File: src/rtl/ysyx_040978_mul_pkg.sv
// Shared types and widths for the iterative RV64M multiplier.
package ysyx_040978_mul_pkg;

  localparam int XLEN  = 64;
  localparam int HALF  = XLEN / 2;
  localparam int CNT_W = 6;

  typedef enum logic [1:0] {
    IDLE = 2'b00,
    BUSY = 2'b01,
    DONE = 2'b10
  } mul_state_e;

  // Bit1 marks the multiplicand as signed, bit0 the multiplier.
  typedef enum logic [1:0] {
    UU = 2'b00,
    SU = 2'b10,
    SS = 2'b11
  } mul_sgn_e;

endpackage

File: src/rtl/ysyx_040978_mul_iter_if.sv
// Operand/result handshake bundle between the EXU and the multiplier.
interface ysyx_040978_mul_iter_if;
  import ysyx_040978_mul_pkg::*;

  logic            flush;
  logic            in_valid;
  logic            in_ready;
  logic [1:0]      mul_signed;
  logic            mul_word;
  logic [XLEN-1:0] multiplicand;
  logic [XLEN-1:0] multiplier;
  logic            out_valid;
  logic [XLEN-1:0] result_hi;
  logic [XLEN-1:0] result_lo;

  modport master (
    output flush, in_valid, mul_signed, mul_word, multiplicand, multiplier,
    input  in_ready, out_valid, result_hi, result_lo
  );

  modport slave (
    input  flush, in_valid, mul_signed, mul_word, multiplicand, multiplier,
    output in_ready, out_valid, result_hi, result_lo
  );

endinterface

File: src/rtl/ysyx_040978_mul_abs.sv
// Conditional two's-complement negate, used for operand magnitudes and product sign fix.
module ysyx_040978_mul_abs #(
  parameter int W = 64
) (
  input  logic [W-1:0] din,
  input  logic         neg,
  output logic [W-1:0] dout
);

  assign dout = neg ? ((~din) + {{(W-1){1'b0}}, 1'b1}) : din;

endmodule

File: src/rtl/ysyx_040978_mul_iter.sv
// Iterative radix-2 shift-add multiplier for MUL/MULH/MULHSU/MULHU/MULW.
module ysyx_040978_mul_iter
  import ysyx_040978_mul_pkg::*;
(
  input logic                  clock,
  input logic                  reset,
  ysyx_040978_mul_iter_if.slave bus
);

  mul_state_e        state_q, state_d;
  logic [CNT_W-1:0]  cnt_q, cnt_d;
  logic [2*XLEN-1:0] acc_q, acc_d;
  logic [2*XLEN-1:0] mcand_q, mcand_d;
  logic [XLEN-1:0]   mplier_q, mplier_d;
  logic              neg_q, neg_d;
  logic              word_q, word_d;
  logic [XLEN-1:0]   res_hi_q, res_hi_d;
  logic [XLEN-1:0]   res_lo_q, res_lo_d;
  logic              out_valid_q, out_valid_d;
  logic              in_ready_q, in_ready_d;

  logic [XLEN-1:0]   a_ext, b_ext, a_mag, b_mag;
  logic              a_neg, b_neg;
  logic [2*XLEN-1:0] acc_sum, prod;

  // Word mode sign- or zero-extends the low half so the 64-bit negate yields the true magnitude.
  always_comb begin
    if (bus.mul_word) begin
      a_neg = bus.mul_signed[1] & bus.multiplicand[HALF-1];
      b_neg = bus.mul_signed[0] & bus.multiplier[HALF-1];
      a_ext = {{HALF{a_neg}}, bus.multiplicand[HALF-1:0]};
      b_ext = {{HALF{b_neg}}, bus.multiplier[HALF-1:0]};
    end else begin
      a_neg = bus.mul_signed[1] & bus.multiplicand[XLEN-1];
      b_neg = bus.mul_signed[0] & bus.multiplier[XLEN-1];
      a_ext = bus.multiplicand;
      b_ext = bus.multiplier;
    end
  end

  ysyx_040978_mul_abs #(.W(XLEN))   u_abs_a (.din(a_ext),   .neg(a_neg), .dout(a_mag));
  ysyx_040978_mul_abs #(.W(XLEN))   u_abs_b (.din(b_ext),   .neg(b_neg), .dout(b_mag));
  ysyx_040978_mul_abs #(.W(2*XLEN)) u_abs_p (.din(acc_sum), .neg(neg_q), .dout(prod));

  // Sum including the current step, so the final edge can load the corrected product.
  assign acc_sum = acc_q + (mplier_q[0] ? mcand_q : {(2*XLEN){1'b0}});

  always_comb begin
    state_d     = state_q;
    cnt_d       = cnt_q;
    acc_d       = acc_q;
    mcand_d     = mcand_q;
    mplier_d    = mplier_q;
    neg_d       = neg_q;
    word_d      = word_q;
    res_hi_d    = res_hi_q;
    res_lo_d    = res_lo_q;
    out_valid_d = 1'b0;
    in_ready_d  = in_ready_q;
    case (state_q)
      IDLE: begin
        in_ready_d = 1'b1;
        if (bus.in_valid && in_ready_q && !bus.flush) begin
          state_d    = BUSY;
          in_ready_d = 1'b0;
          acc_d      = '0;
          mcand_d    = {{XLEN{1'b0}}, a_mag};
          mplier_d   = b_mag;
          neg_d      = a_neg ^ b_neg;
          word_d     = bus.mul_word;
          cnt_d      = bus.mul_word ? CNT_W'(HALF - 1) : CNT_W'(XLEN - 1);
        end
      end
      BUSY: begin
        if (bus.flush) begin
          state_d    = IDLE;
          in_ready_d = 1'b1;
        end else begin
          acc_d    = acc_sum;
          mcand_d  = mcand_q << 1;
          mplier_d = mplier_q >> 1;
          cnt_d    = cnt_q - CNT_W'(1);
          if (cnt_q == '0) begin
            state_d     = DONE;
            out_valid_d = 1'b1;
            cnt_d       = '0;
            if (word_q) begin
              res_hi_d = '0;
              res_lo_d = {{HALF{prod[HALF-1]}}, prod[HALF-1:0]};
            end else begin
              res_hi_d = prod[2*XLEN-1:XLEN];
              res_lo_d = prod[XLEN-1:0];
            end
          end
        end
      end
      DONE: begin
        state_d    = IDLE;
        in_ready_d = 1'b1;
      end
      default: begin
        state_d    = IDLE;
        in_ready_d = 1'b1;
      end
    endcase
  end

  always_ff @(posedge clock or posedge reset) begin
    if (reset) begin
      state_q     <= IDLE;
      cnt_q       <= '0;
      acc_q       <= '0;
      mcand_q     <= '0;
      mplier_q    <= '0;
      neg_q       <= 1'b0;
      word_q      <= 1'b0;
      res_hi_q    <= '0;
      res_lo_q    <= '0;
      out_valid_q <= 1'b0;
      in_ready_q  <= 1'b1;
    end else begin
      state_q     <= state_d;
      cnt_q       <= cnt_d;
      acc_q       <= acc_d;
      mcand_q     <= mcand_d;
      mplier_q    <= mplier_d;
      neg_q       <= neg_d;
      word_q      <= word_d;
      res_hi_q    <= res_hi_d;
      res_lo_q    <= res_lo_d;
      out_valid_q <= out_valid_d;
      in_ready_q  <= in_ready_d;
    end
  end

  assign bus.in_ready  = in_ready_q;
  // A flush during the result cycle withdraws the pulse.
  assign bus.out_valid = out_valid_q & ~bus.flush;
  assign bus.result_hi = res_hi_q;
  assign bus.result_lo = res_lo_q;

endmodule

File: src/flat_wrapper.sv
// flat-port wrapper written by rule: the top's interface ports become plain ports
module ysyx_040978_mul_iter_flat import ysyx_040978_mul_pkg::*;
  (clock, reset, bus_flush, bus_in_valid, bus_mul_signed, bus_mul_word, bus_multiplicand, bus_multiplier, bus_in_ready, bus_out_valid, bus_result_hi, bus_result_lo);
  ysyx_040978_mul_iter_if bus_i ();
  input logic clock;
  input logic reset;
  input wire logic [$bits(bus_i.flush)-1:0] bus_flush;
  input wire logic [$bits(bus_i.in_valid)-1:0] bus_in_valid;
  input wire logic [$bits(bus_i.mul_signed)-1:0] bus_mul_signed;
  input wire logic [$bits(bus_i.mul_word)-1:0] bus_mul_word;
  input wire logic [$bits(bus_i.multiplicand)-1:0] bus_multiplicand;
  input wire logic [$bits(bus_i.multiplier)-1:0] bus_multiplier;
  output wire logic [$bits(bus_i.in_ready)-1:0] bus_in_ready;
  output wire logic [$bits(bus_i.out_valid)-1:0] bus_out_valid;
  output wire logic [$bits(bus_i.result_hi)-1:0] bus_result_hi;
  output wire logic [$bits(bus_i.result_lo)-1:0] bus_result_lo;
  assign bus_i.flush = bus_flush;
  assign bus_i.in_valid = bus_in_valid;
  assign bus_i.mul_signed = bus_mul_signed;
  assign bus_i.mul_word = bus_mul_word;
  assign bus_i.multiplicand = bus_multiplicand;
  assign bus_i.multiplier = bus_multiplier;
  assign bus_in_ready = bus_i.in_ready;
  assign bus_out_valid = bus_i.out_valid;
  assign bus_result_hi = bus_i.result_hi;
  assign bus_result_lo = bus_i.result_lo;
  ysyx_040978_mul_iter u_core (.clock(clock), .reset(reset), .bus(bus_i));
endmodule
File: config.mk
export PLATFORM = sky130hd
export DESIGN_NAME = ysyx_040978_mul_iter_flat
export DESIGN_NICKNAME = d
export VERILOG_FILES = /design/src/rtl/ysyx_040978_mul_pkg.sv /design/src/rtl/ysyx_040978_mul_iter_if.sv /design/src/rtl/ysyx_040978_mul_abs.sv /design/src/rtl/ysyx_040978_mul_iter.sv /design/src/flat_wrapper.sv
export SDC_FILE = /design/constraint.sdc
export NUM_CORES = 2
export LEC_CHECK = 0
export ABC_CLOCK_PERIOD_IN_PS = 14600
export BUFFER_PORTS_ARGS = -buffer_cell sky130_fd_sc_hd__buf_2
export CORE_ASPECT_RATIO = 1.1
export CORE_MARGIN = 10
export CORE_UTILIZATION = 30
export CTS_BUF_LIST = sky130_fd_sc_hd__clkbuf_4 sky130_fd_sc_hd__clkbuf_8 sky130_fd_sc_hd__clkbuf_16
export CTS_CLUSTER_SIZE = 20
export DETAILED_ROUTE_END_ITERATION = 12
export PLACE_DENSITY_LB_ADDON = 0.25
export SLEW_MARGIN = 10
export SYNTH_ARGS = -nofsm -noshare
export SYNTH_HDL_FRONTEND = slang
export SYNTH_SLANG_ARGS = --single-unit
File: constraint.sdc
create_clock -name clock -period 14.6 [get_ports clock]
set_clock_uncertainty 0.1 [all_clocks]
set_input_delay 2.92 -clock clock [delete_from_list [all_inputs] [get_ports clock]]
set_output_delay 2.92 -clock clock [all_outputs]
set_load 0.005 [all_outputs]
==> results <==
- The number of antenna violations at the first check in global routing is 23.
- In this run the register-to-register setup slack is 6.29 ns.
- The peak supply drop is 0.0000860 V.
- The met3 wirelength from detailed routing is 9030 µm.
- Counting I/O delays and the setup requirement, the final critical path takes 8.31 ns.
- The final count of pins violating max slew is 0.
- Wires add up to 152000 µm.
- The number of standard cells after synthesis is 4871.
- The global-route wire length before repair is 230000 µm.
- The number of clock buffers inserted by TritonCTS is 57.
- In this run, the number of DRC markers left after iteration 0 of detailed routing was 3220.
- The proportion of power drawn by combinational gates is 47.2%.
- For this run, the leading register cell type out of synthesis is sky130_fd_sc_hd__dfrtp_1.
- The internal portion of total power is 3.26 mW.
- The die is 353 µm wide.
- The design draws 6.04 mW.
- The clock input transition at the sequential cells of the worst setup and hold paths is 0.06 ns.
- The post-synthesis to final-layout area growth is 12.3%.
- The final weighted congestion in routability-driven placement is 1.02.
- The tightest min-delay check is of the flip-flop to flip-flop type.
- The number of global-route vias before repair came to 35.8k.
- The flow ran to the end, and the final reports show no timing, DRC or antenna violations.
- The data required time at the worst endpoint is 15.03 ns.
- The proportion of power drawn by flip-flops and latches is 28.2%.
- The cell total after placement is 6511.
- In this run the power spent charging and discharging nets is 2.78 mW.
- The peak fanout along the critical path is 81.
- The count of flip-flops with a built-in enable after synthesis is 0.
- The depth of the most critical reg-to-reg path is 17.
- The die is 387 µm tall.
- The highest routing layer actually used is met5.
- The worst hold slack is 0.368 ns.
- The final antenna-violating net count is 0.
- Summed over all cells, the static leakage comes to 17.7 nW.
- OpenSTA, run right after detailed placement, puts the worst setup slack at 6.59 ns.
- The setup total negative slack is 0 ns.
- The clock passes through at most 3 buffers.
- In this run the cell area of the synthesized design comes to 36700 µm².
- In this run the critical register-to-register path is captured at u_core.bus.result_hi[61].
- The number of standard cells in the final layout excluding fillers is 6618.
- The clock network accounts for 24.5% of the total power.
- The count of distinct cell types in the synthesized netlist is 113.
- TritonCTS built the clock tree.
- The residual DRC count is 0.
- The setup fix buffers added after clock tree synthesis is 0.
- The master cell of the clock root buffer is sky130_fd_sc_hd__clkbuf_16.
- The post-detailed-route via-to-cell ratio is 5.64.
- After layout, the worst setup slack is 6.29 ns.
- The critical hold path startpoint is u_core.bus.result_hi[22].
- Headroom to the max-slew limit came out at 14.2%.
- In this run the count of I/O pins placed on the die edge is 265.
- STA classifies the critical path endpoint as a flip-flop.
- Summing the sequential cell areas from Yosys gives 31.4% of the chip area.
- Global routing used 21.2% of the available tracks across all layers.
- The met1 wire length is 66300 µm.
- The count of H-tree levels built during CTS is 2.
- The die area is 137000 µm².
- For this run, the detailed router's first-pass iteration total came to 5.
- The number of sinks driven by the clock tree is 460.
- The number of failing hold endpoints at the final stage is 0.
- STA puts the critical path data arrival time at 8.74 ns.
- The met2 routed wirelength is 69300 µm.
- The hold buffer count at cts is 0.
- The achievable clock frequency is 120 MHz.
- The global route total overflow is 0.
- The setup path with the least slack is of type flip-flop to flip-flop.
- After synthesis, the share of flip-flops with an asynchronous set or reset is 100%.
- A synthesized cell averages 7.53 µm².
- The half-perimeter wire length after placement is 119000 µm.
- For hold timing, the worst endpoint is u_core.bus.result_hi[22].
- In this run, synthesis produced a sequential element count of 460.
- Net switching is 46.0% of the power.
- The largest net degree at the start of global routing is 184.
- The starting density of the core is 30.2%.
- At the pin with the least slew margin, the transition time is 1.26 ns.
- The total via count in the routed design is 37.3k.
- Setup repair after global routing left no endpoint under its margin.
- The number of cells on the worst hold path is 2.
- The power per unit of standard cell area is 147 nW/µm².
- In the final layout, the share of cells above drive strength 1 is 10.8%.
- The number of warnings printed during yosys synthesis is 0.
- The quantity of gates resized following cts is 0.
- Across the run, the number of max-cap violations was 0.
- Clock latency on the worst-skew pair, taken at its later pin, is 0.67 ns.
- The routed length per instance is 23.0 µm.
- The floorplan step defined a core boundary enclosing 121000 µm².
- Buffers placed on the I/O ports in this run total 264.
- Setup violations remaining at the end of the flow were counted as 0.
- The element type at the critical path start is a flip-flop.
- The floorplan has 134 rows.
- The total nets after synthesis is 5139.
- The net count of the finished layout is 5206.
- The worst register-to-register path begins at u_core.mplier_q[0].
- The post-route fraction of the period consumed by the critical path is 56.9%.
critical path, cell delays in order, from the launching register on:
cell and delay (ns):
sky130_fd_sc_hd__dfrtp_2 0.87, sky130_fd_sc_hd__buf_4 0.72, sky130_fd_sc_hd__and2_1 0.24, sky130_fd_sc_hd__ha_1 0.41
sky130_fd_sc_hd__a21oi_1 0.31, sky130_fd_sc_hd__o21ai_0 0.32, sky130_fd_sc_hd__a21oi_1 0.82, sky130_fd_sc_hd__inv_1 0.09
sky130_fd_sc_hd__a221oi_1 0.75, sky130_fd_sc_hd__o2111ai_1 0.23, sky130_fd_sc_hd__nand2_1 0.18, sky130_fd_sc_hd__xor2_1 0.35
sky130_fd_sc_hd__nor4b_1 0.93, sky130_fd_sc_hd__nor4b_1 0.61, sky130_fd_sc_hd__nand4_2 0.33, sky130_fd_sc_hd__o41ai_2 0.47
sky130_fd_sc_hd__xor2_1 0.19, sky130_fd_sc_hd__o21ai_1 0.07
layer usage:
metal / vias up / track usage, %
li1: 17800 / -
met1: 17900 / 27.7
met2: 1223 / 34.3
met3: 297 / 3.76
met4: 32 / 8.72
met5: - / 0
power groups by stage:
stage                     sequential, mW  clock [mW]  combinational, mW
final                               1.71        1.48               2.85
after floorplan                     1.61           0               1.97
after global placement              1.73           0               2.82
after CTS                           1.71        1.52               2.84
after global routing                1.73        1.57               3.10
after detailed placement            1.73           0               2.83
synth_stat cells, types with 12 or more instances:
master,n,area (µm²)
sky130_fd_sc_hd__o211ai_1,30,225
sky130_fd_sc_hd__a21oi_1,420,2100
sky130_fd_sc_hd__clkbuf_1,253,950
sky130_fd_sc_hd__nand2b_1,22,138
sky130_fd_sc_hd__a31oi_1,35,219
sky130_fd_sc_hd__o221ai_1,12,105
sky130_fd_sc_hd__inv_1,47,176
sky130_fd_sc_hd__nand3_1,256,1280
sky130_fd_sc_hd__and4_1,33,289
sky130_fd_sc_hd__and2_1,145,907
sky130_fd_sc_hd__xor2_1,152,1330
sky130_fd_sc_hd__o311ai_0,12,105
sky130_fd_sc_hd__o21bai_1,18,135
sky130_fd_sc_hd__buf_1,29,109
sky130_fd_sc_hd__o21ai_0,571,2860
sky130_fd_sc_hd__o21a_1,27,203
sky130_fd_sc_hd__a22o_1,30,263
sky130_fd_sc_hd__o2111ai_1,12,105
sky130_fd_sc_hd__and3_1,17,106
sky130_fd_sc_hd__buf_2,14,70.1
sky130_fd_sc_hd__a211oi_1,25,188
sky130_fd_sc_hd__a221oi_1,27,236
sky130_fd_sc_hd__nand4_1,112,701
sky130_fd_sc_hd__o21ai_1,26,130
sky130_fd_sc_hd__nor2_1,415,1560
sky130_fd_sc_hd__a311oi_1,12,105
sky130_fd_sc_hd__dfrtp_1,459,11500
sky130_fd_sc_hd__a21o_1,51,383
sky130_fd_sc_hd__o31ai_1,81,608
sky130_fd_sc_hd__or2_2,29,181
sky130_fd_sc_hd__nand2_1,768,2880
sky130_fd_sc_hd__xnor2_1,146,1280
sky130_fd_sc_hd__nor4_1,50,313
sky130_fd_sc_hd__ha_1,132,1650
sky130_fd_sc_hd__or4_1,26,195
sky130_fd_sc_hd__nor3_1,92,460
sky130_fd_sc_hd__o41ai_1,16,140
sky130_fd_sc_hd__or3_1,43,269
how the worst max path moves through the flow:
| stage | start | endpoint | slack, ns | depth (start not counted) |
|---|---|---|---|---|
| after floorplan | reset | u_core.acc_q[0] | 5.36 | 1 |
| after global placement | u_core.mplier_q[0] | u_core.bus.result_hi[61] | 6.66 | 17 |
| after detailed placement | u_core.mplier_q[0] | u_core.bus.result_hi[61] | 6.59 | 17 |
| after CTS | u_core.mplier_q[0] | u_core.bus.result_hi[61] | 6.52 | 17 |
| after global routing | u_core.mplier_q[0] | u_core.bus.result_hi[61] | 6.02 | 18 |
| final | u_core.mplier_q[0] | u_core.bus.result_hi[61] | 6.29 | 17 |
area by class of cell:
| type | instances | area, µm² |
|---|---|---|
| Sequential cell | 460 | 11500 |
| Clock inverter | 26 | 314 |
| Clock buffer | 73 | 1580 |
| Antenna cell | 8 | 20.0 |
| Tap cell | 1632 | 2040 |
| Inverter | 48 | 184 |
| Multi-Input combinational cell | 4049 | 23700 |
| Timing Repair Buffer | 322 | 1790 |
| Fill cell | 13200 | 80200 |
layout by cell type, fill, tap and decap left out, types with 25 or more instances in the layout:
master	synthesis	layout
sky130_fd_sc_hd__a211oi_1	25	25
sky130_fd_sc_hd__a21o_1	51	51
sky130_fd_sc_hd__a21oi_1	420	420
sky130_fd_sc_hd__a221oi_1	27	27
sky130_fd_sc_hd__a22o_1	30	30
sky130_fd_sc_hd__a31oi_1	35	35
sky130_fd_sc_hd__and2_1	145	145
sky130_fd_sc_hd__and4_1	33	33
sky130_fd_sc_hd__buf_2	14	264
sky130_fd_sc_hd__buf_4	3	55
sky130_fd_sc_hd__clkbuf_16	0	57
sky130_fd_sc_hd__dfrtp_1	459	457
sky130_fd_sc_hd__ha_1	132	132
sky130_fd_sc_hd__inv_1	47	46
sky130_fd_sc_hd__nand2_1	768	766
sky130_fd_sc_hd__nand3_1	256	256
sky130_fd_sc_hd__nand4_1	112	112
sky130_fd_sc_hd__nor2_1	415	412
sky130_fd_sc_hd__nor3_1	92	92
sky130_fd_sc_hd__nor4_1	50	49
sky130_fd_sc_hd__o211ai_1	30	30
sky130_fd_sc_hd__o21a_1	27	27
sky130_fd_sc_hd__o21ai_0	571	570
sky130_fd_sc_hd__o21ai_1	26	27
sky130_fd_sc_hd__o31ai_1	81	81
sky130_fd_sc_hd__or2_2	29	29
sky130_fd_sc_hd__or3_1	43	43
sky130_fd_sc_hd__or4_1	26	25
sky130_fd_sc_hd__xnor2_1	146	146
sky130_fd_sc_hd__xor2_1	152	152
per-stage QoR:
stage,utilization [%],cell area (µm²)
after floorplan,-,36700
after global placement,32.3,39200
after detailed placement,32.3,39200
after CTS,33.9,41100
after global routing,33.9,41100
final,33.9,41200
cells by family after synthesis:
family | after synthesis | synth area share [%]
simple gates | 2077 | 27.1
compound gates | 1527 | 25.3
flops | 460 | 31.4
buf+inv | 362 | 4.12
xor+xnor | 299 | 7.16
fa+ha+maj | 133 | 4.56
mux | 13 | 0.372
state kept, by name (all words and copies together) (netlist names):
| signal | count |
|---|---|
| u_core.out_valid_q | 1 |
| u_core.acc_q | 128 |
| u_core.bus.result_hi | 64 |
| u_core.word_q | 1 |
| u_core.bus.result_lo | 64 |
| u_core.bus.in_ready | 1 |
| u_core.cnt_q | 6 |
| u_core.mplier_q | 64 |
| u_core.neg_q | 1 |
| u_core.mcand_q | 128 |
| u_core.state_q | 2 |
(Power assumes the default switching activity.)
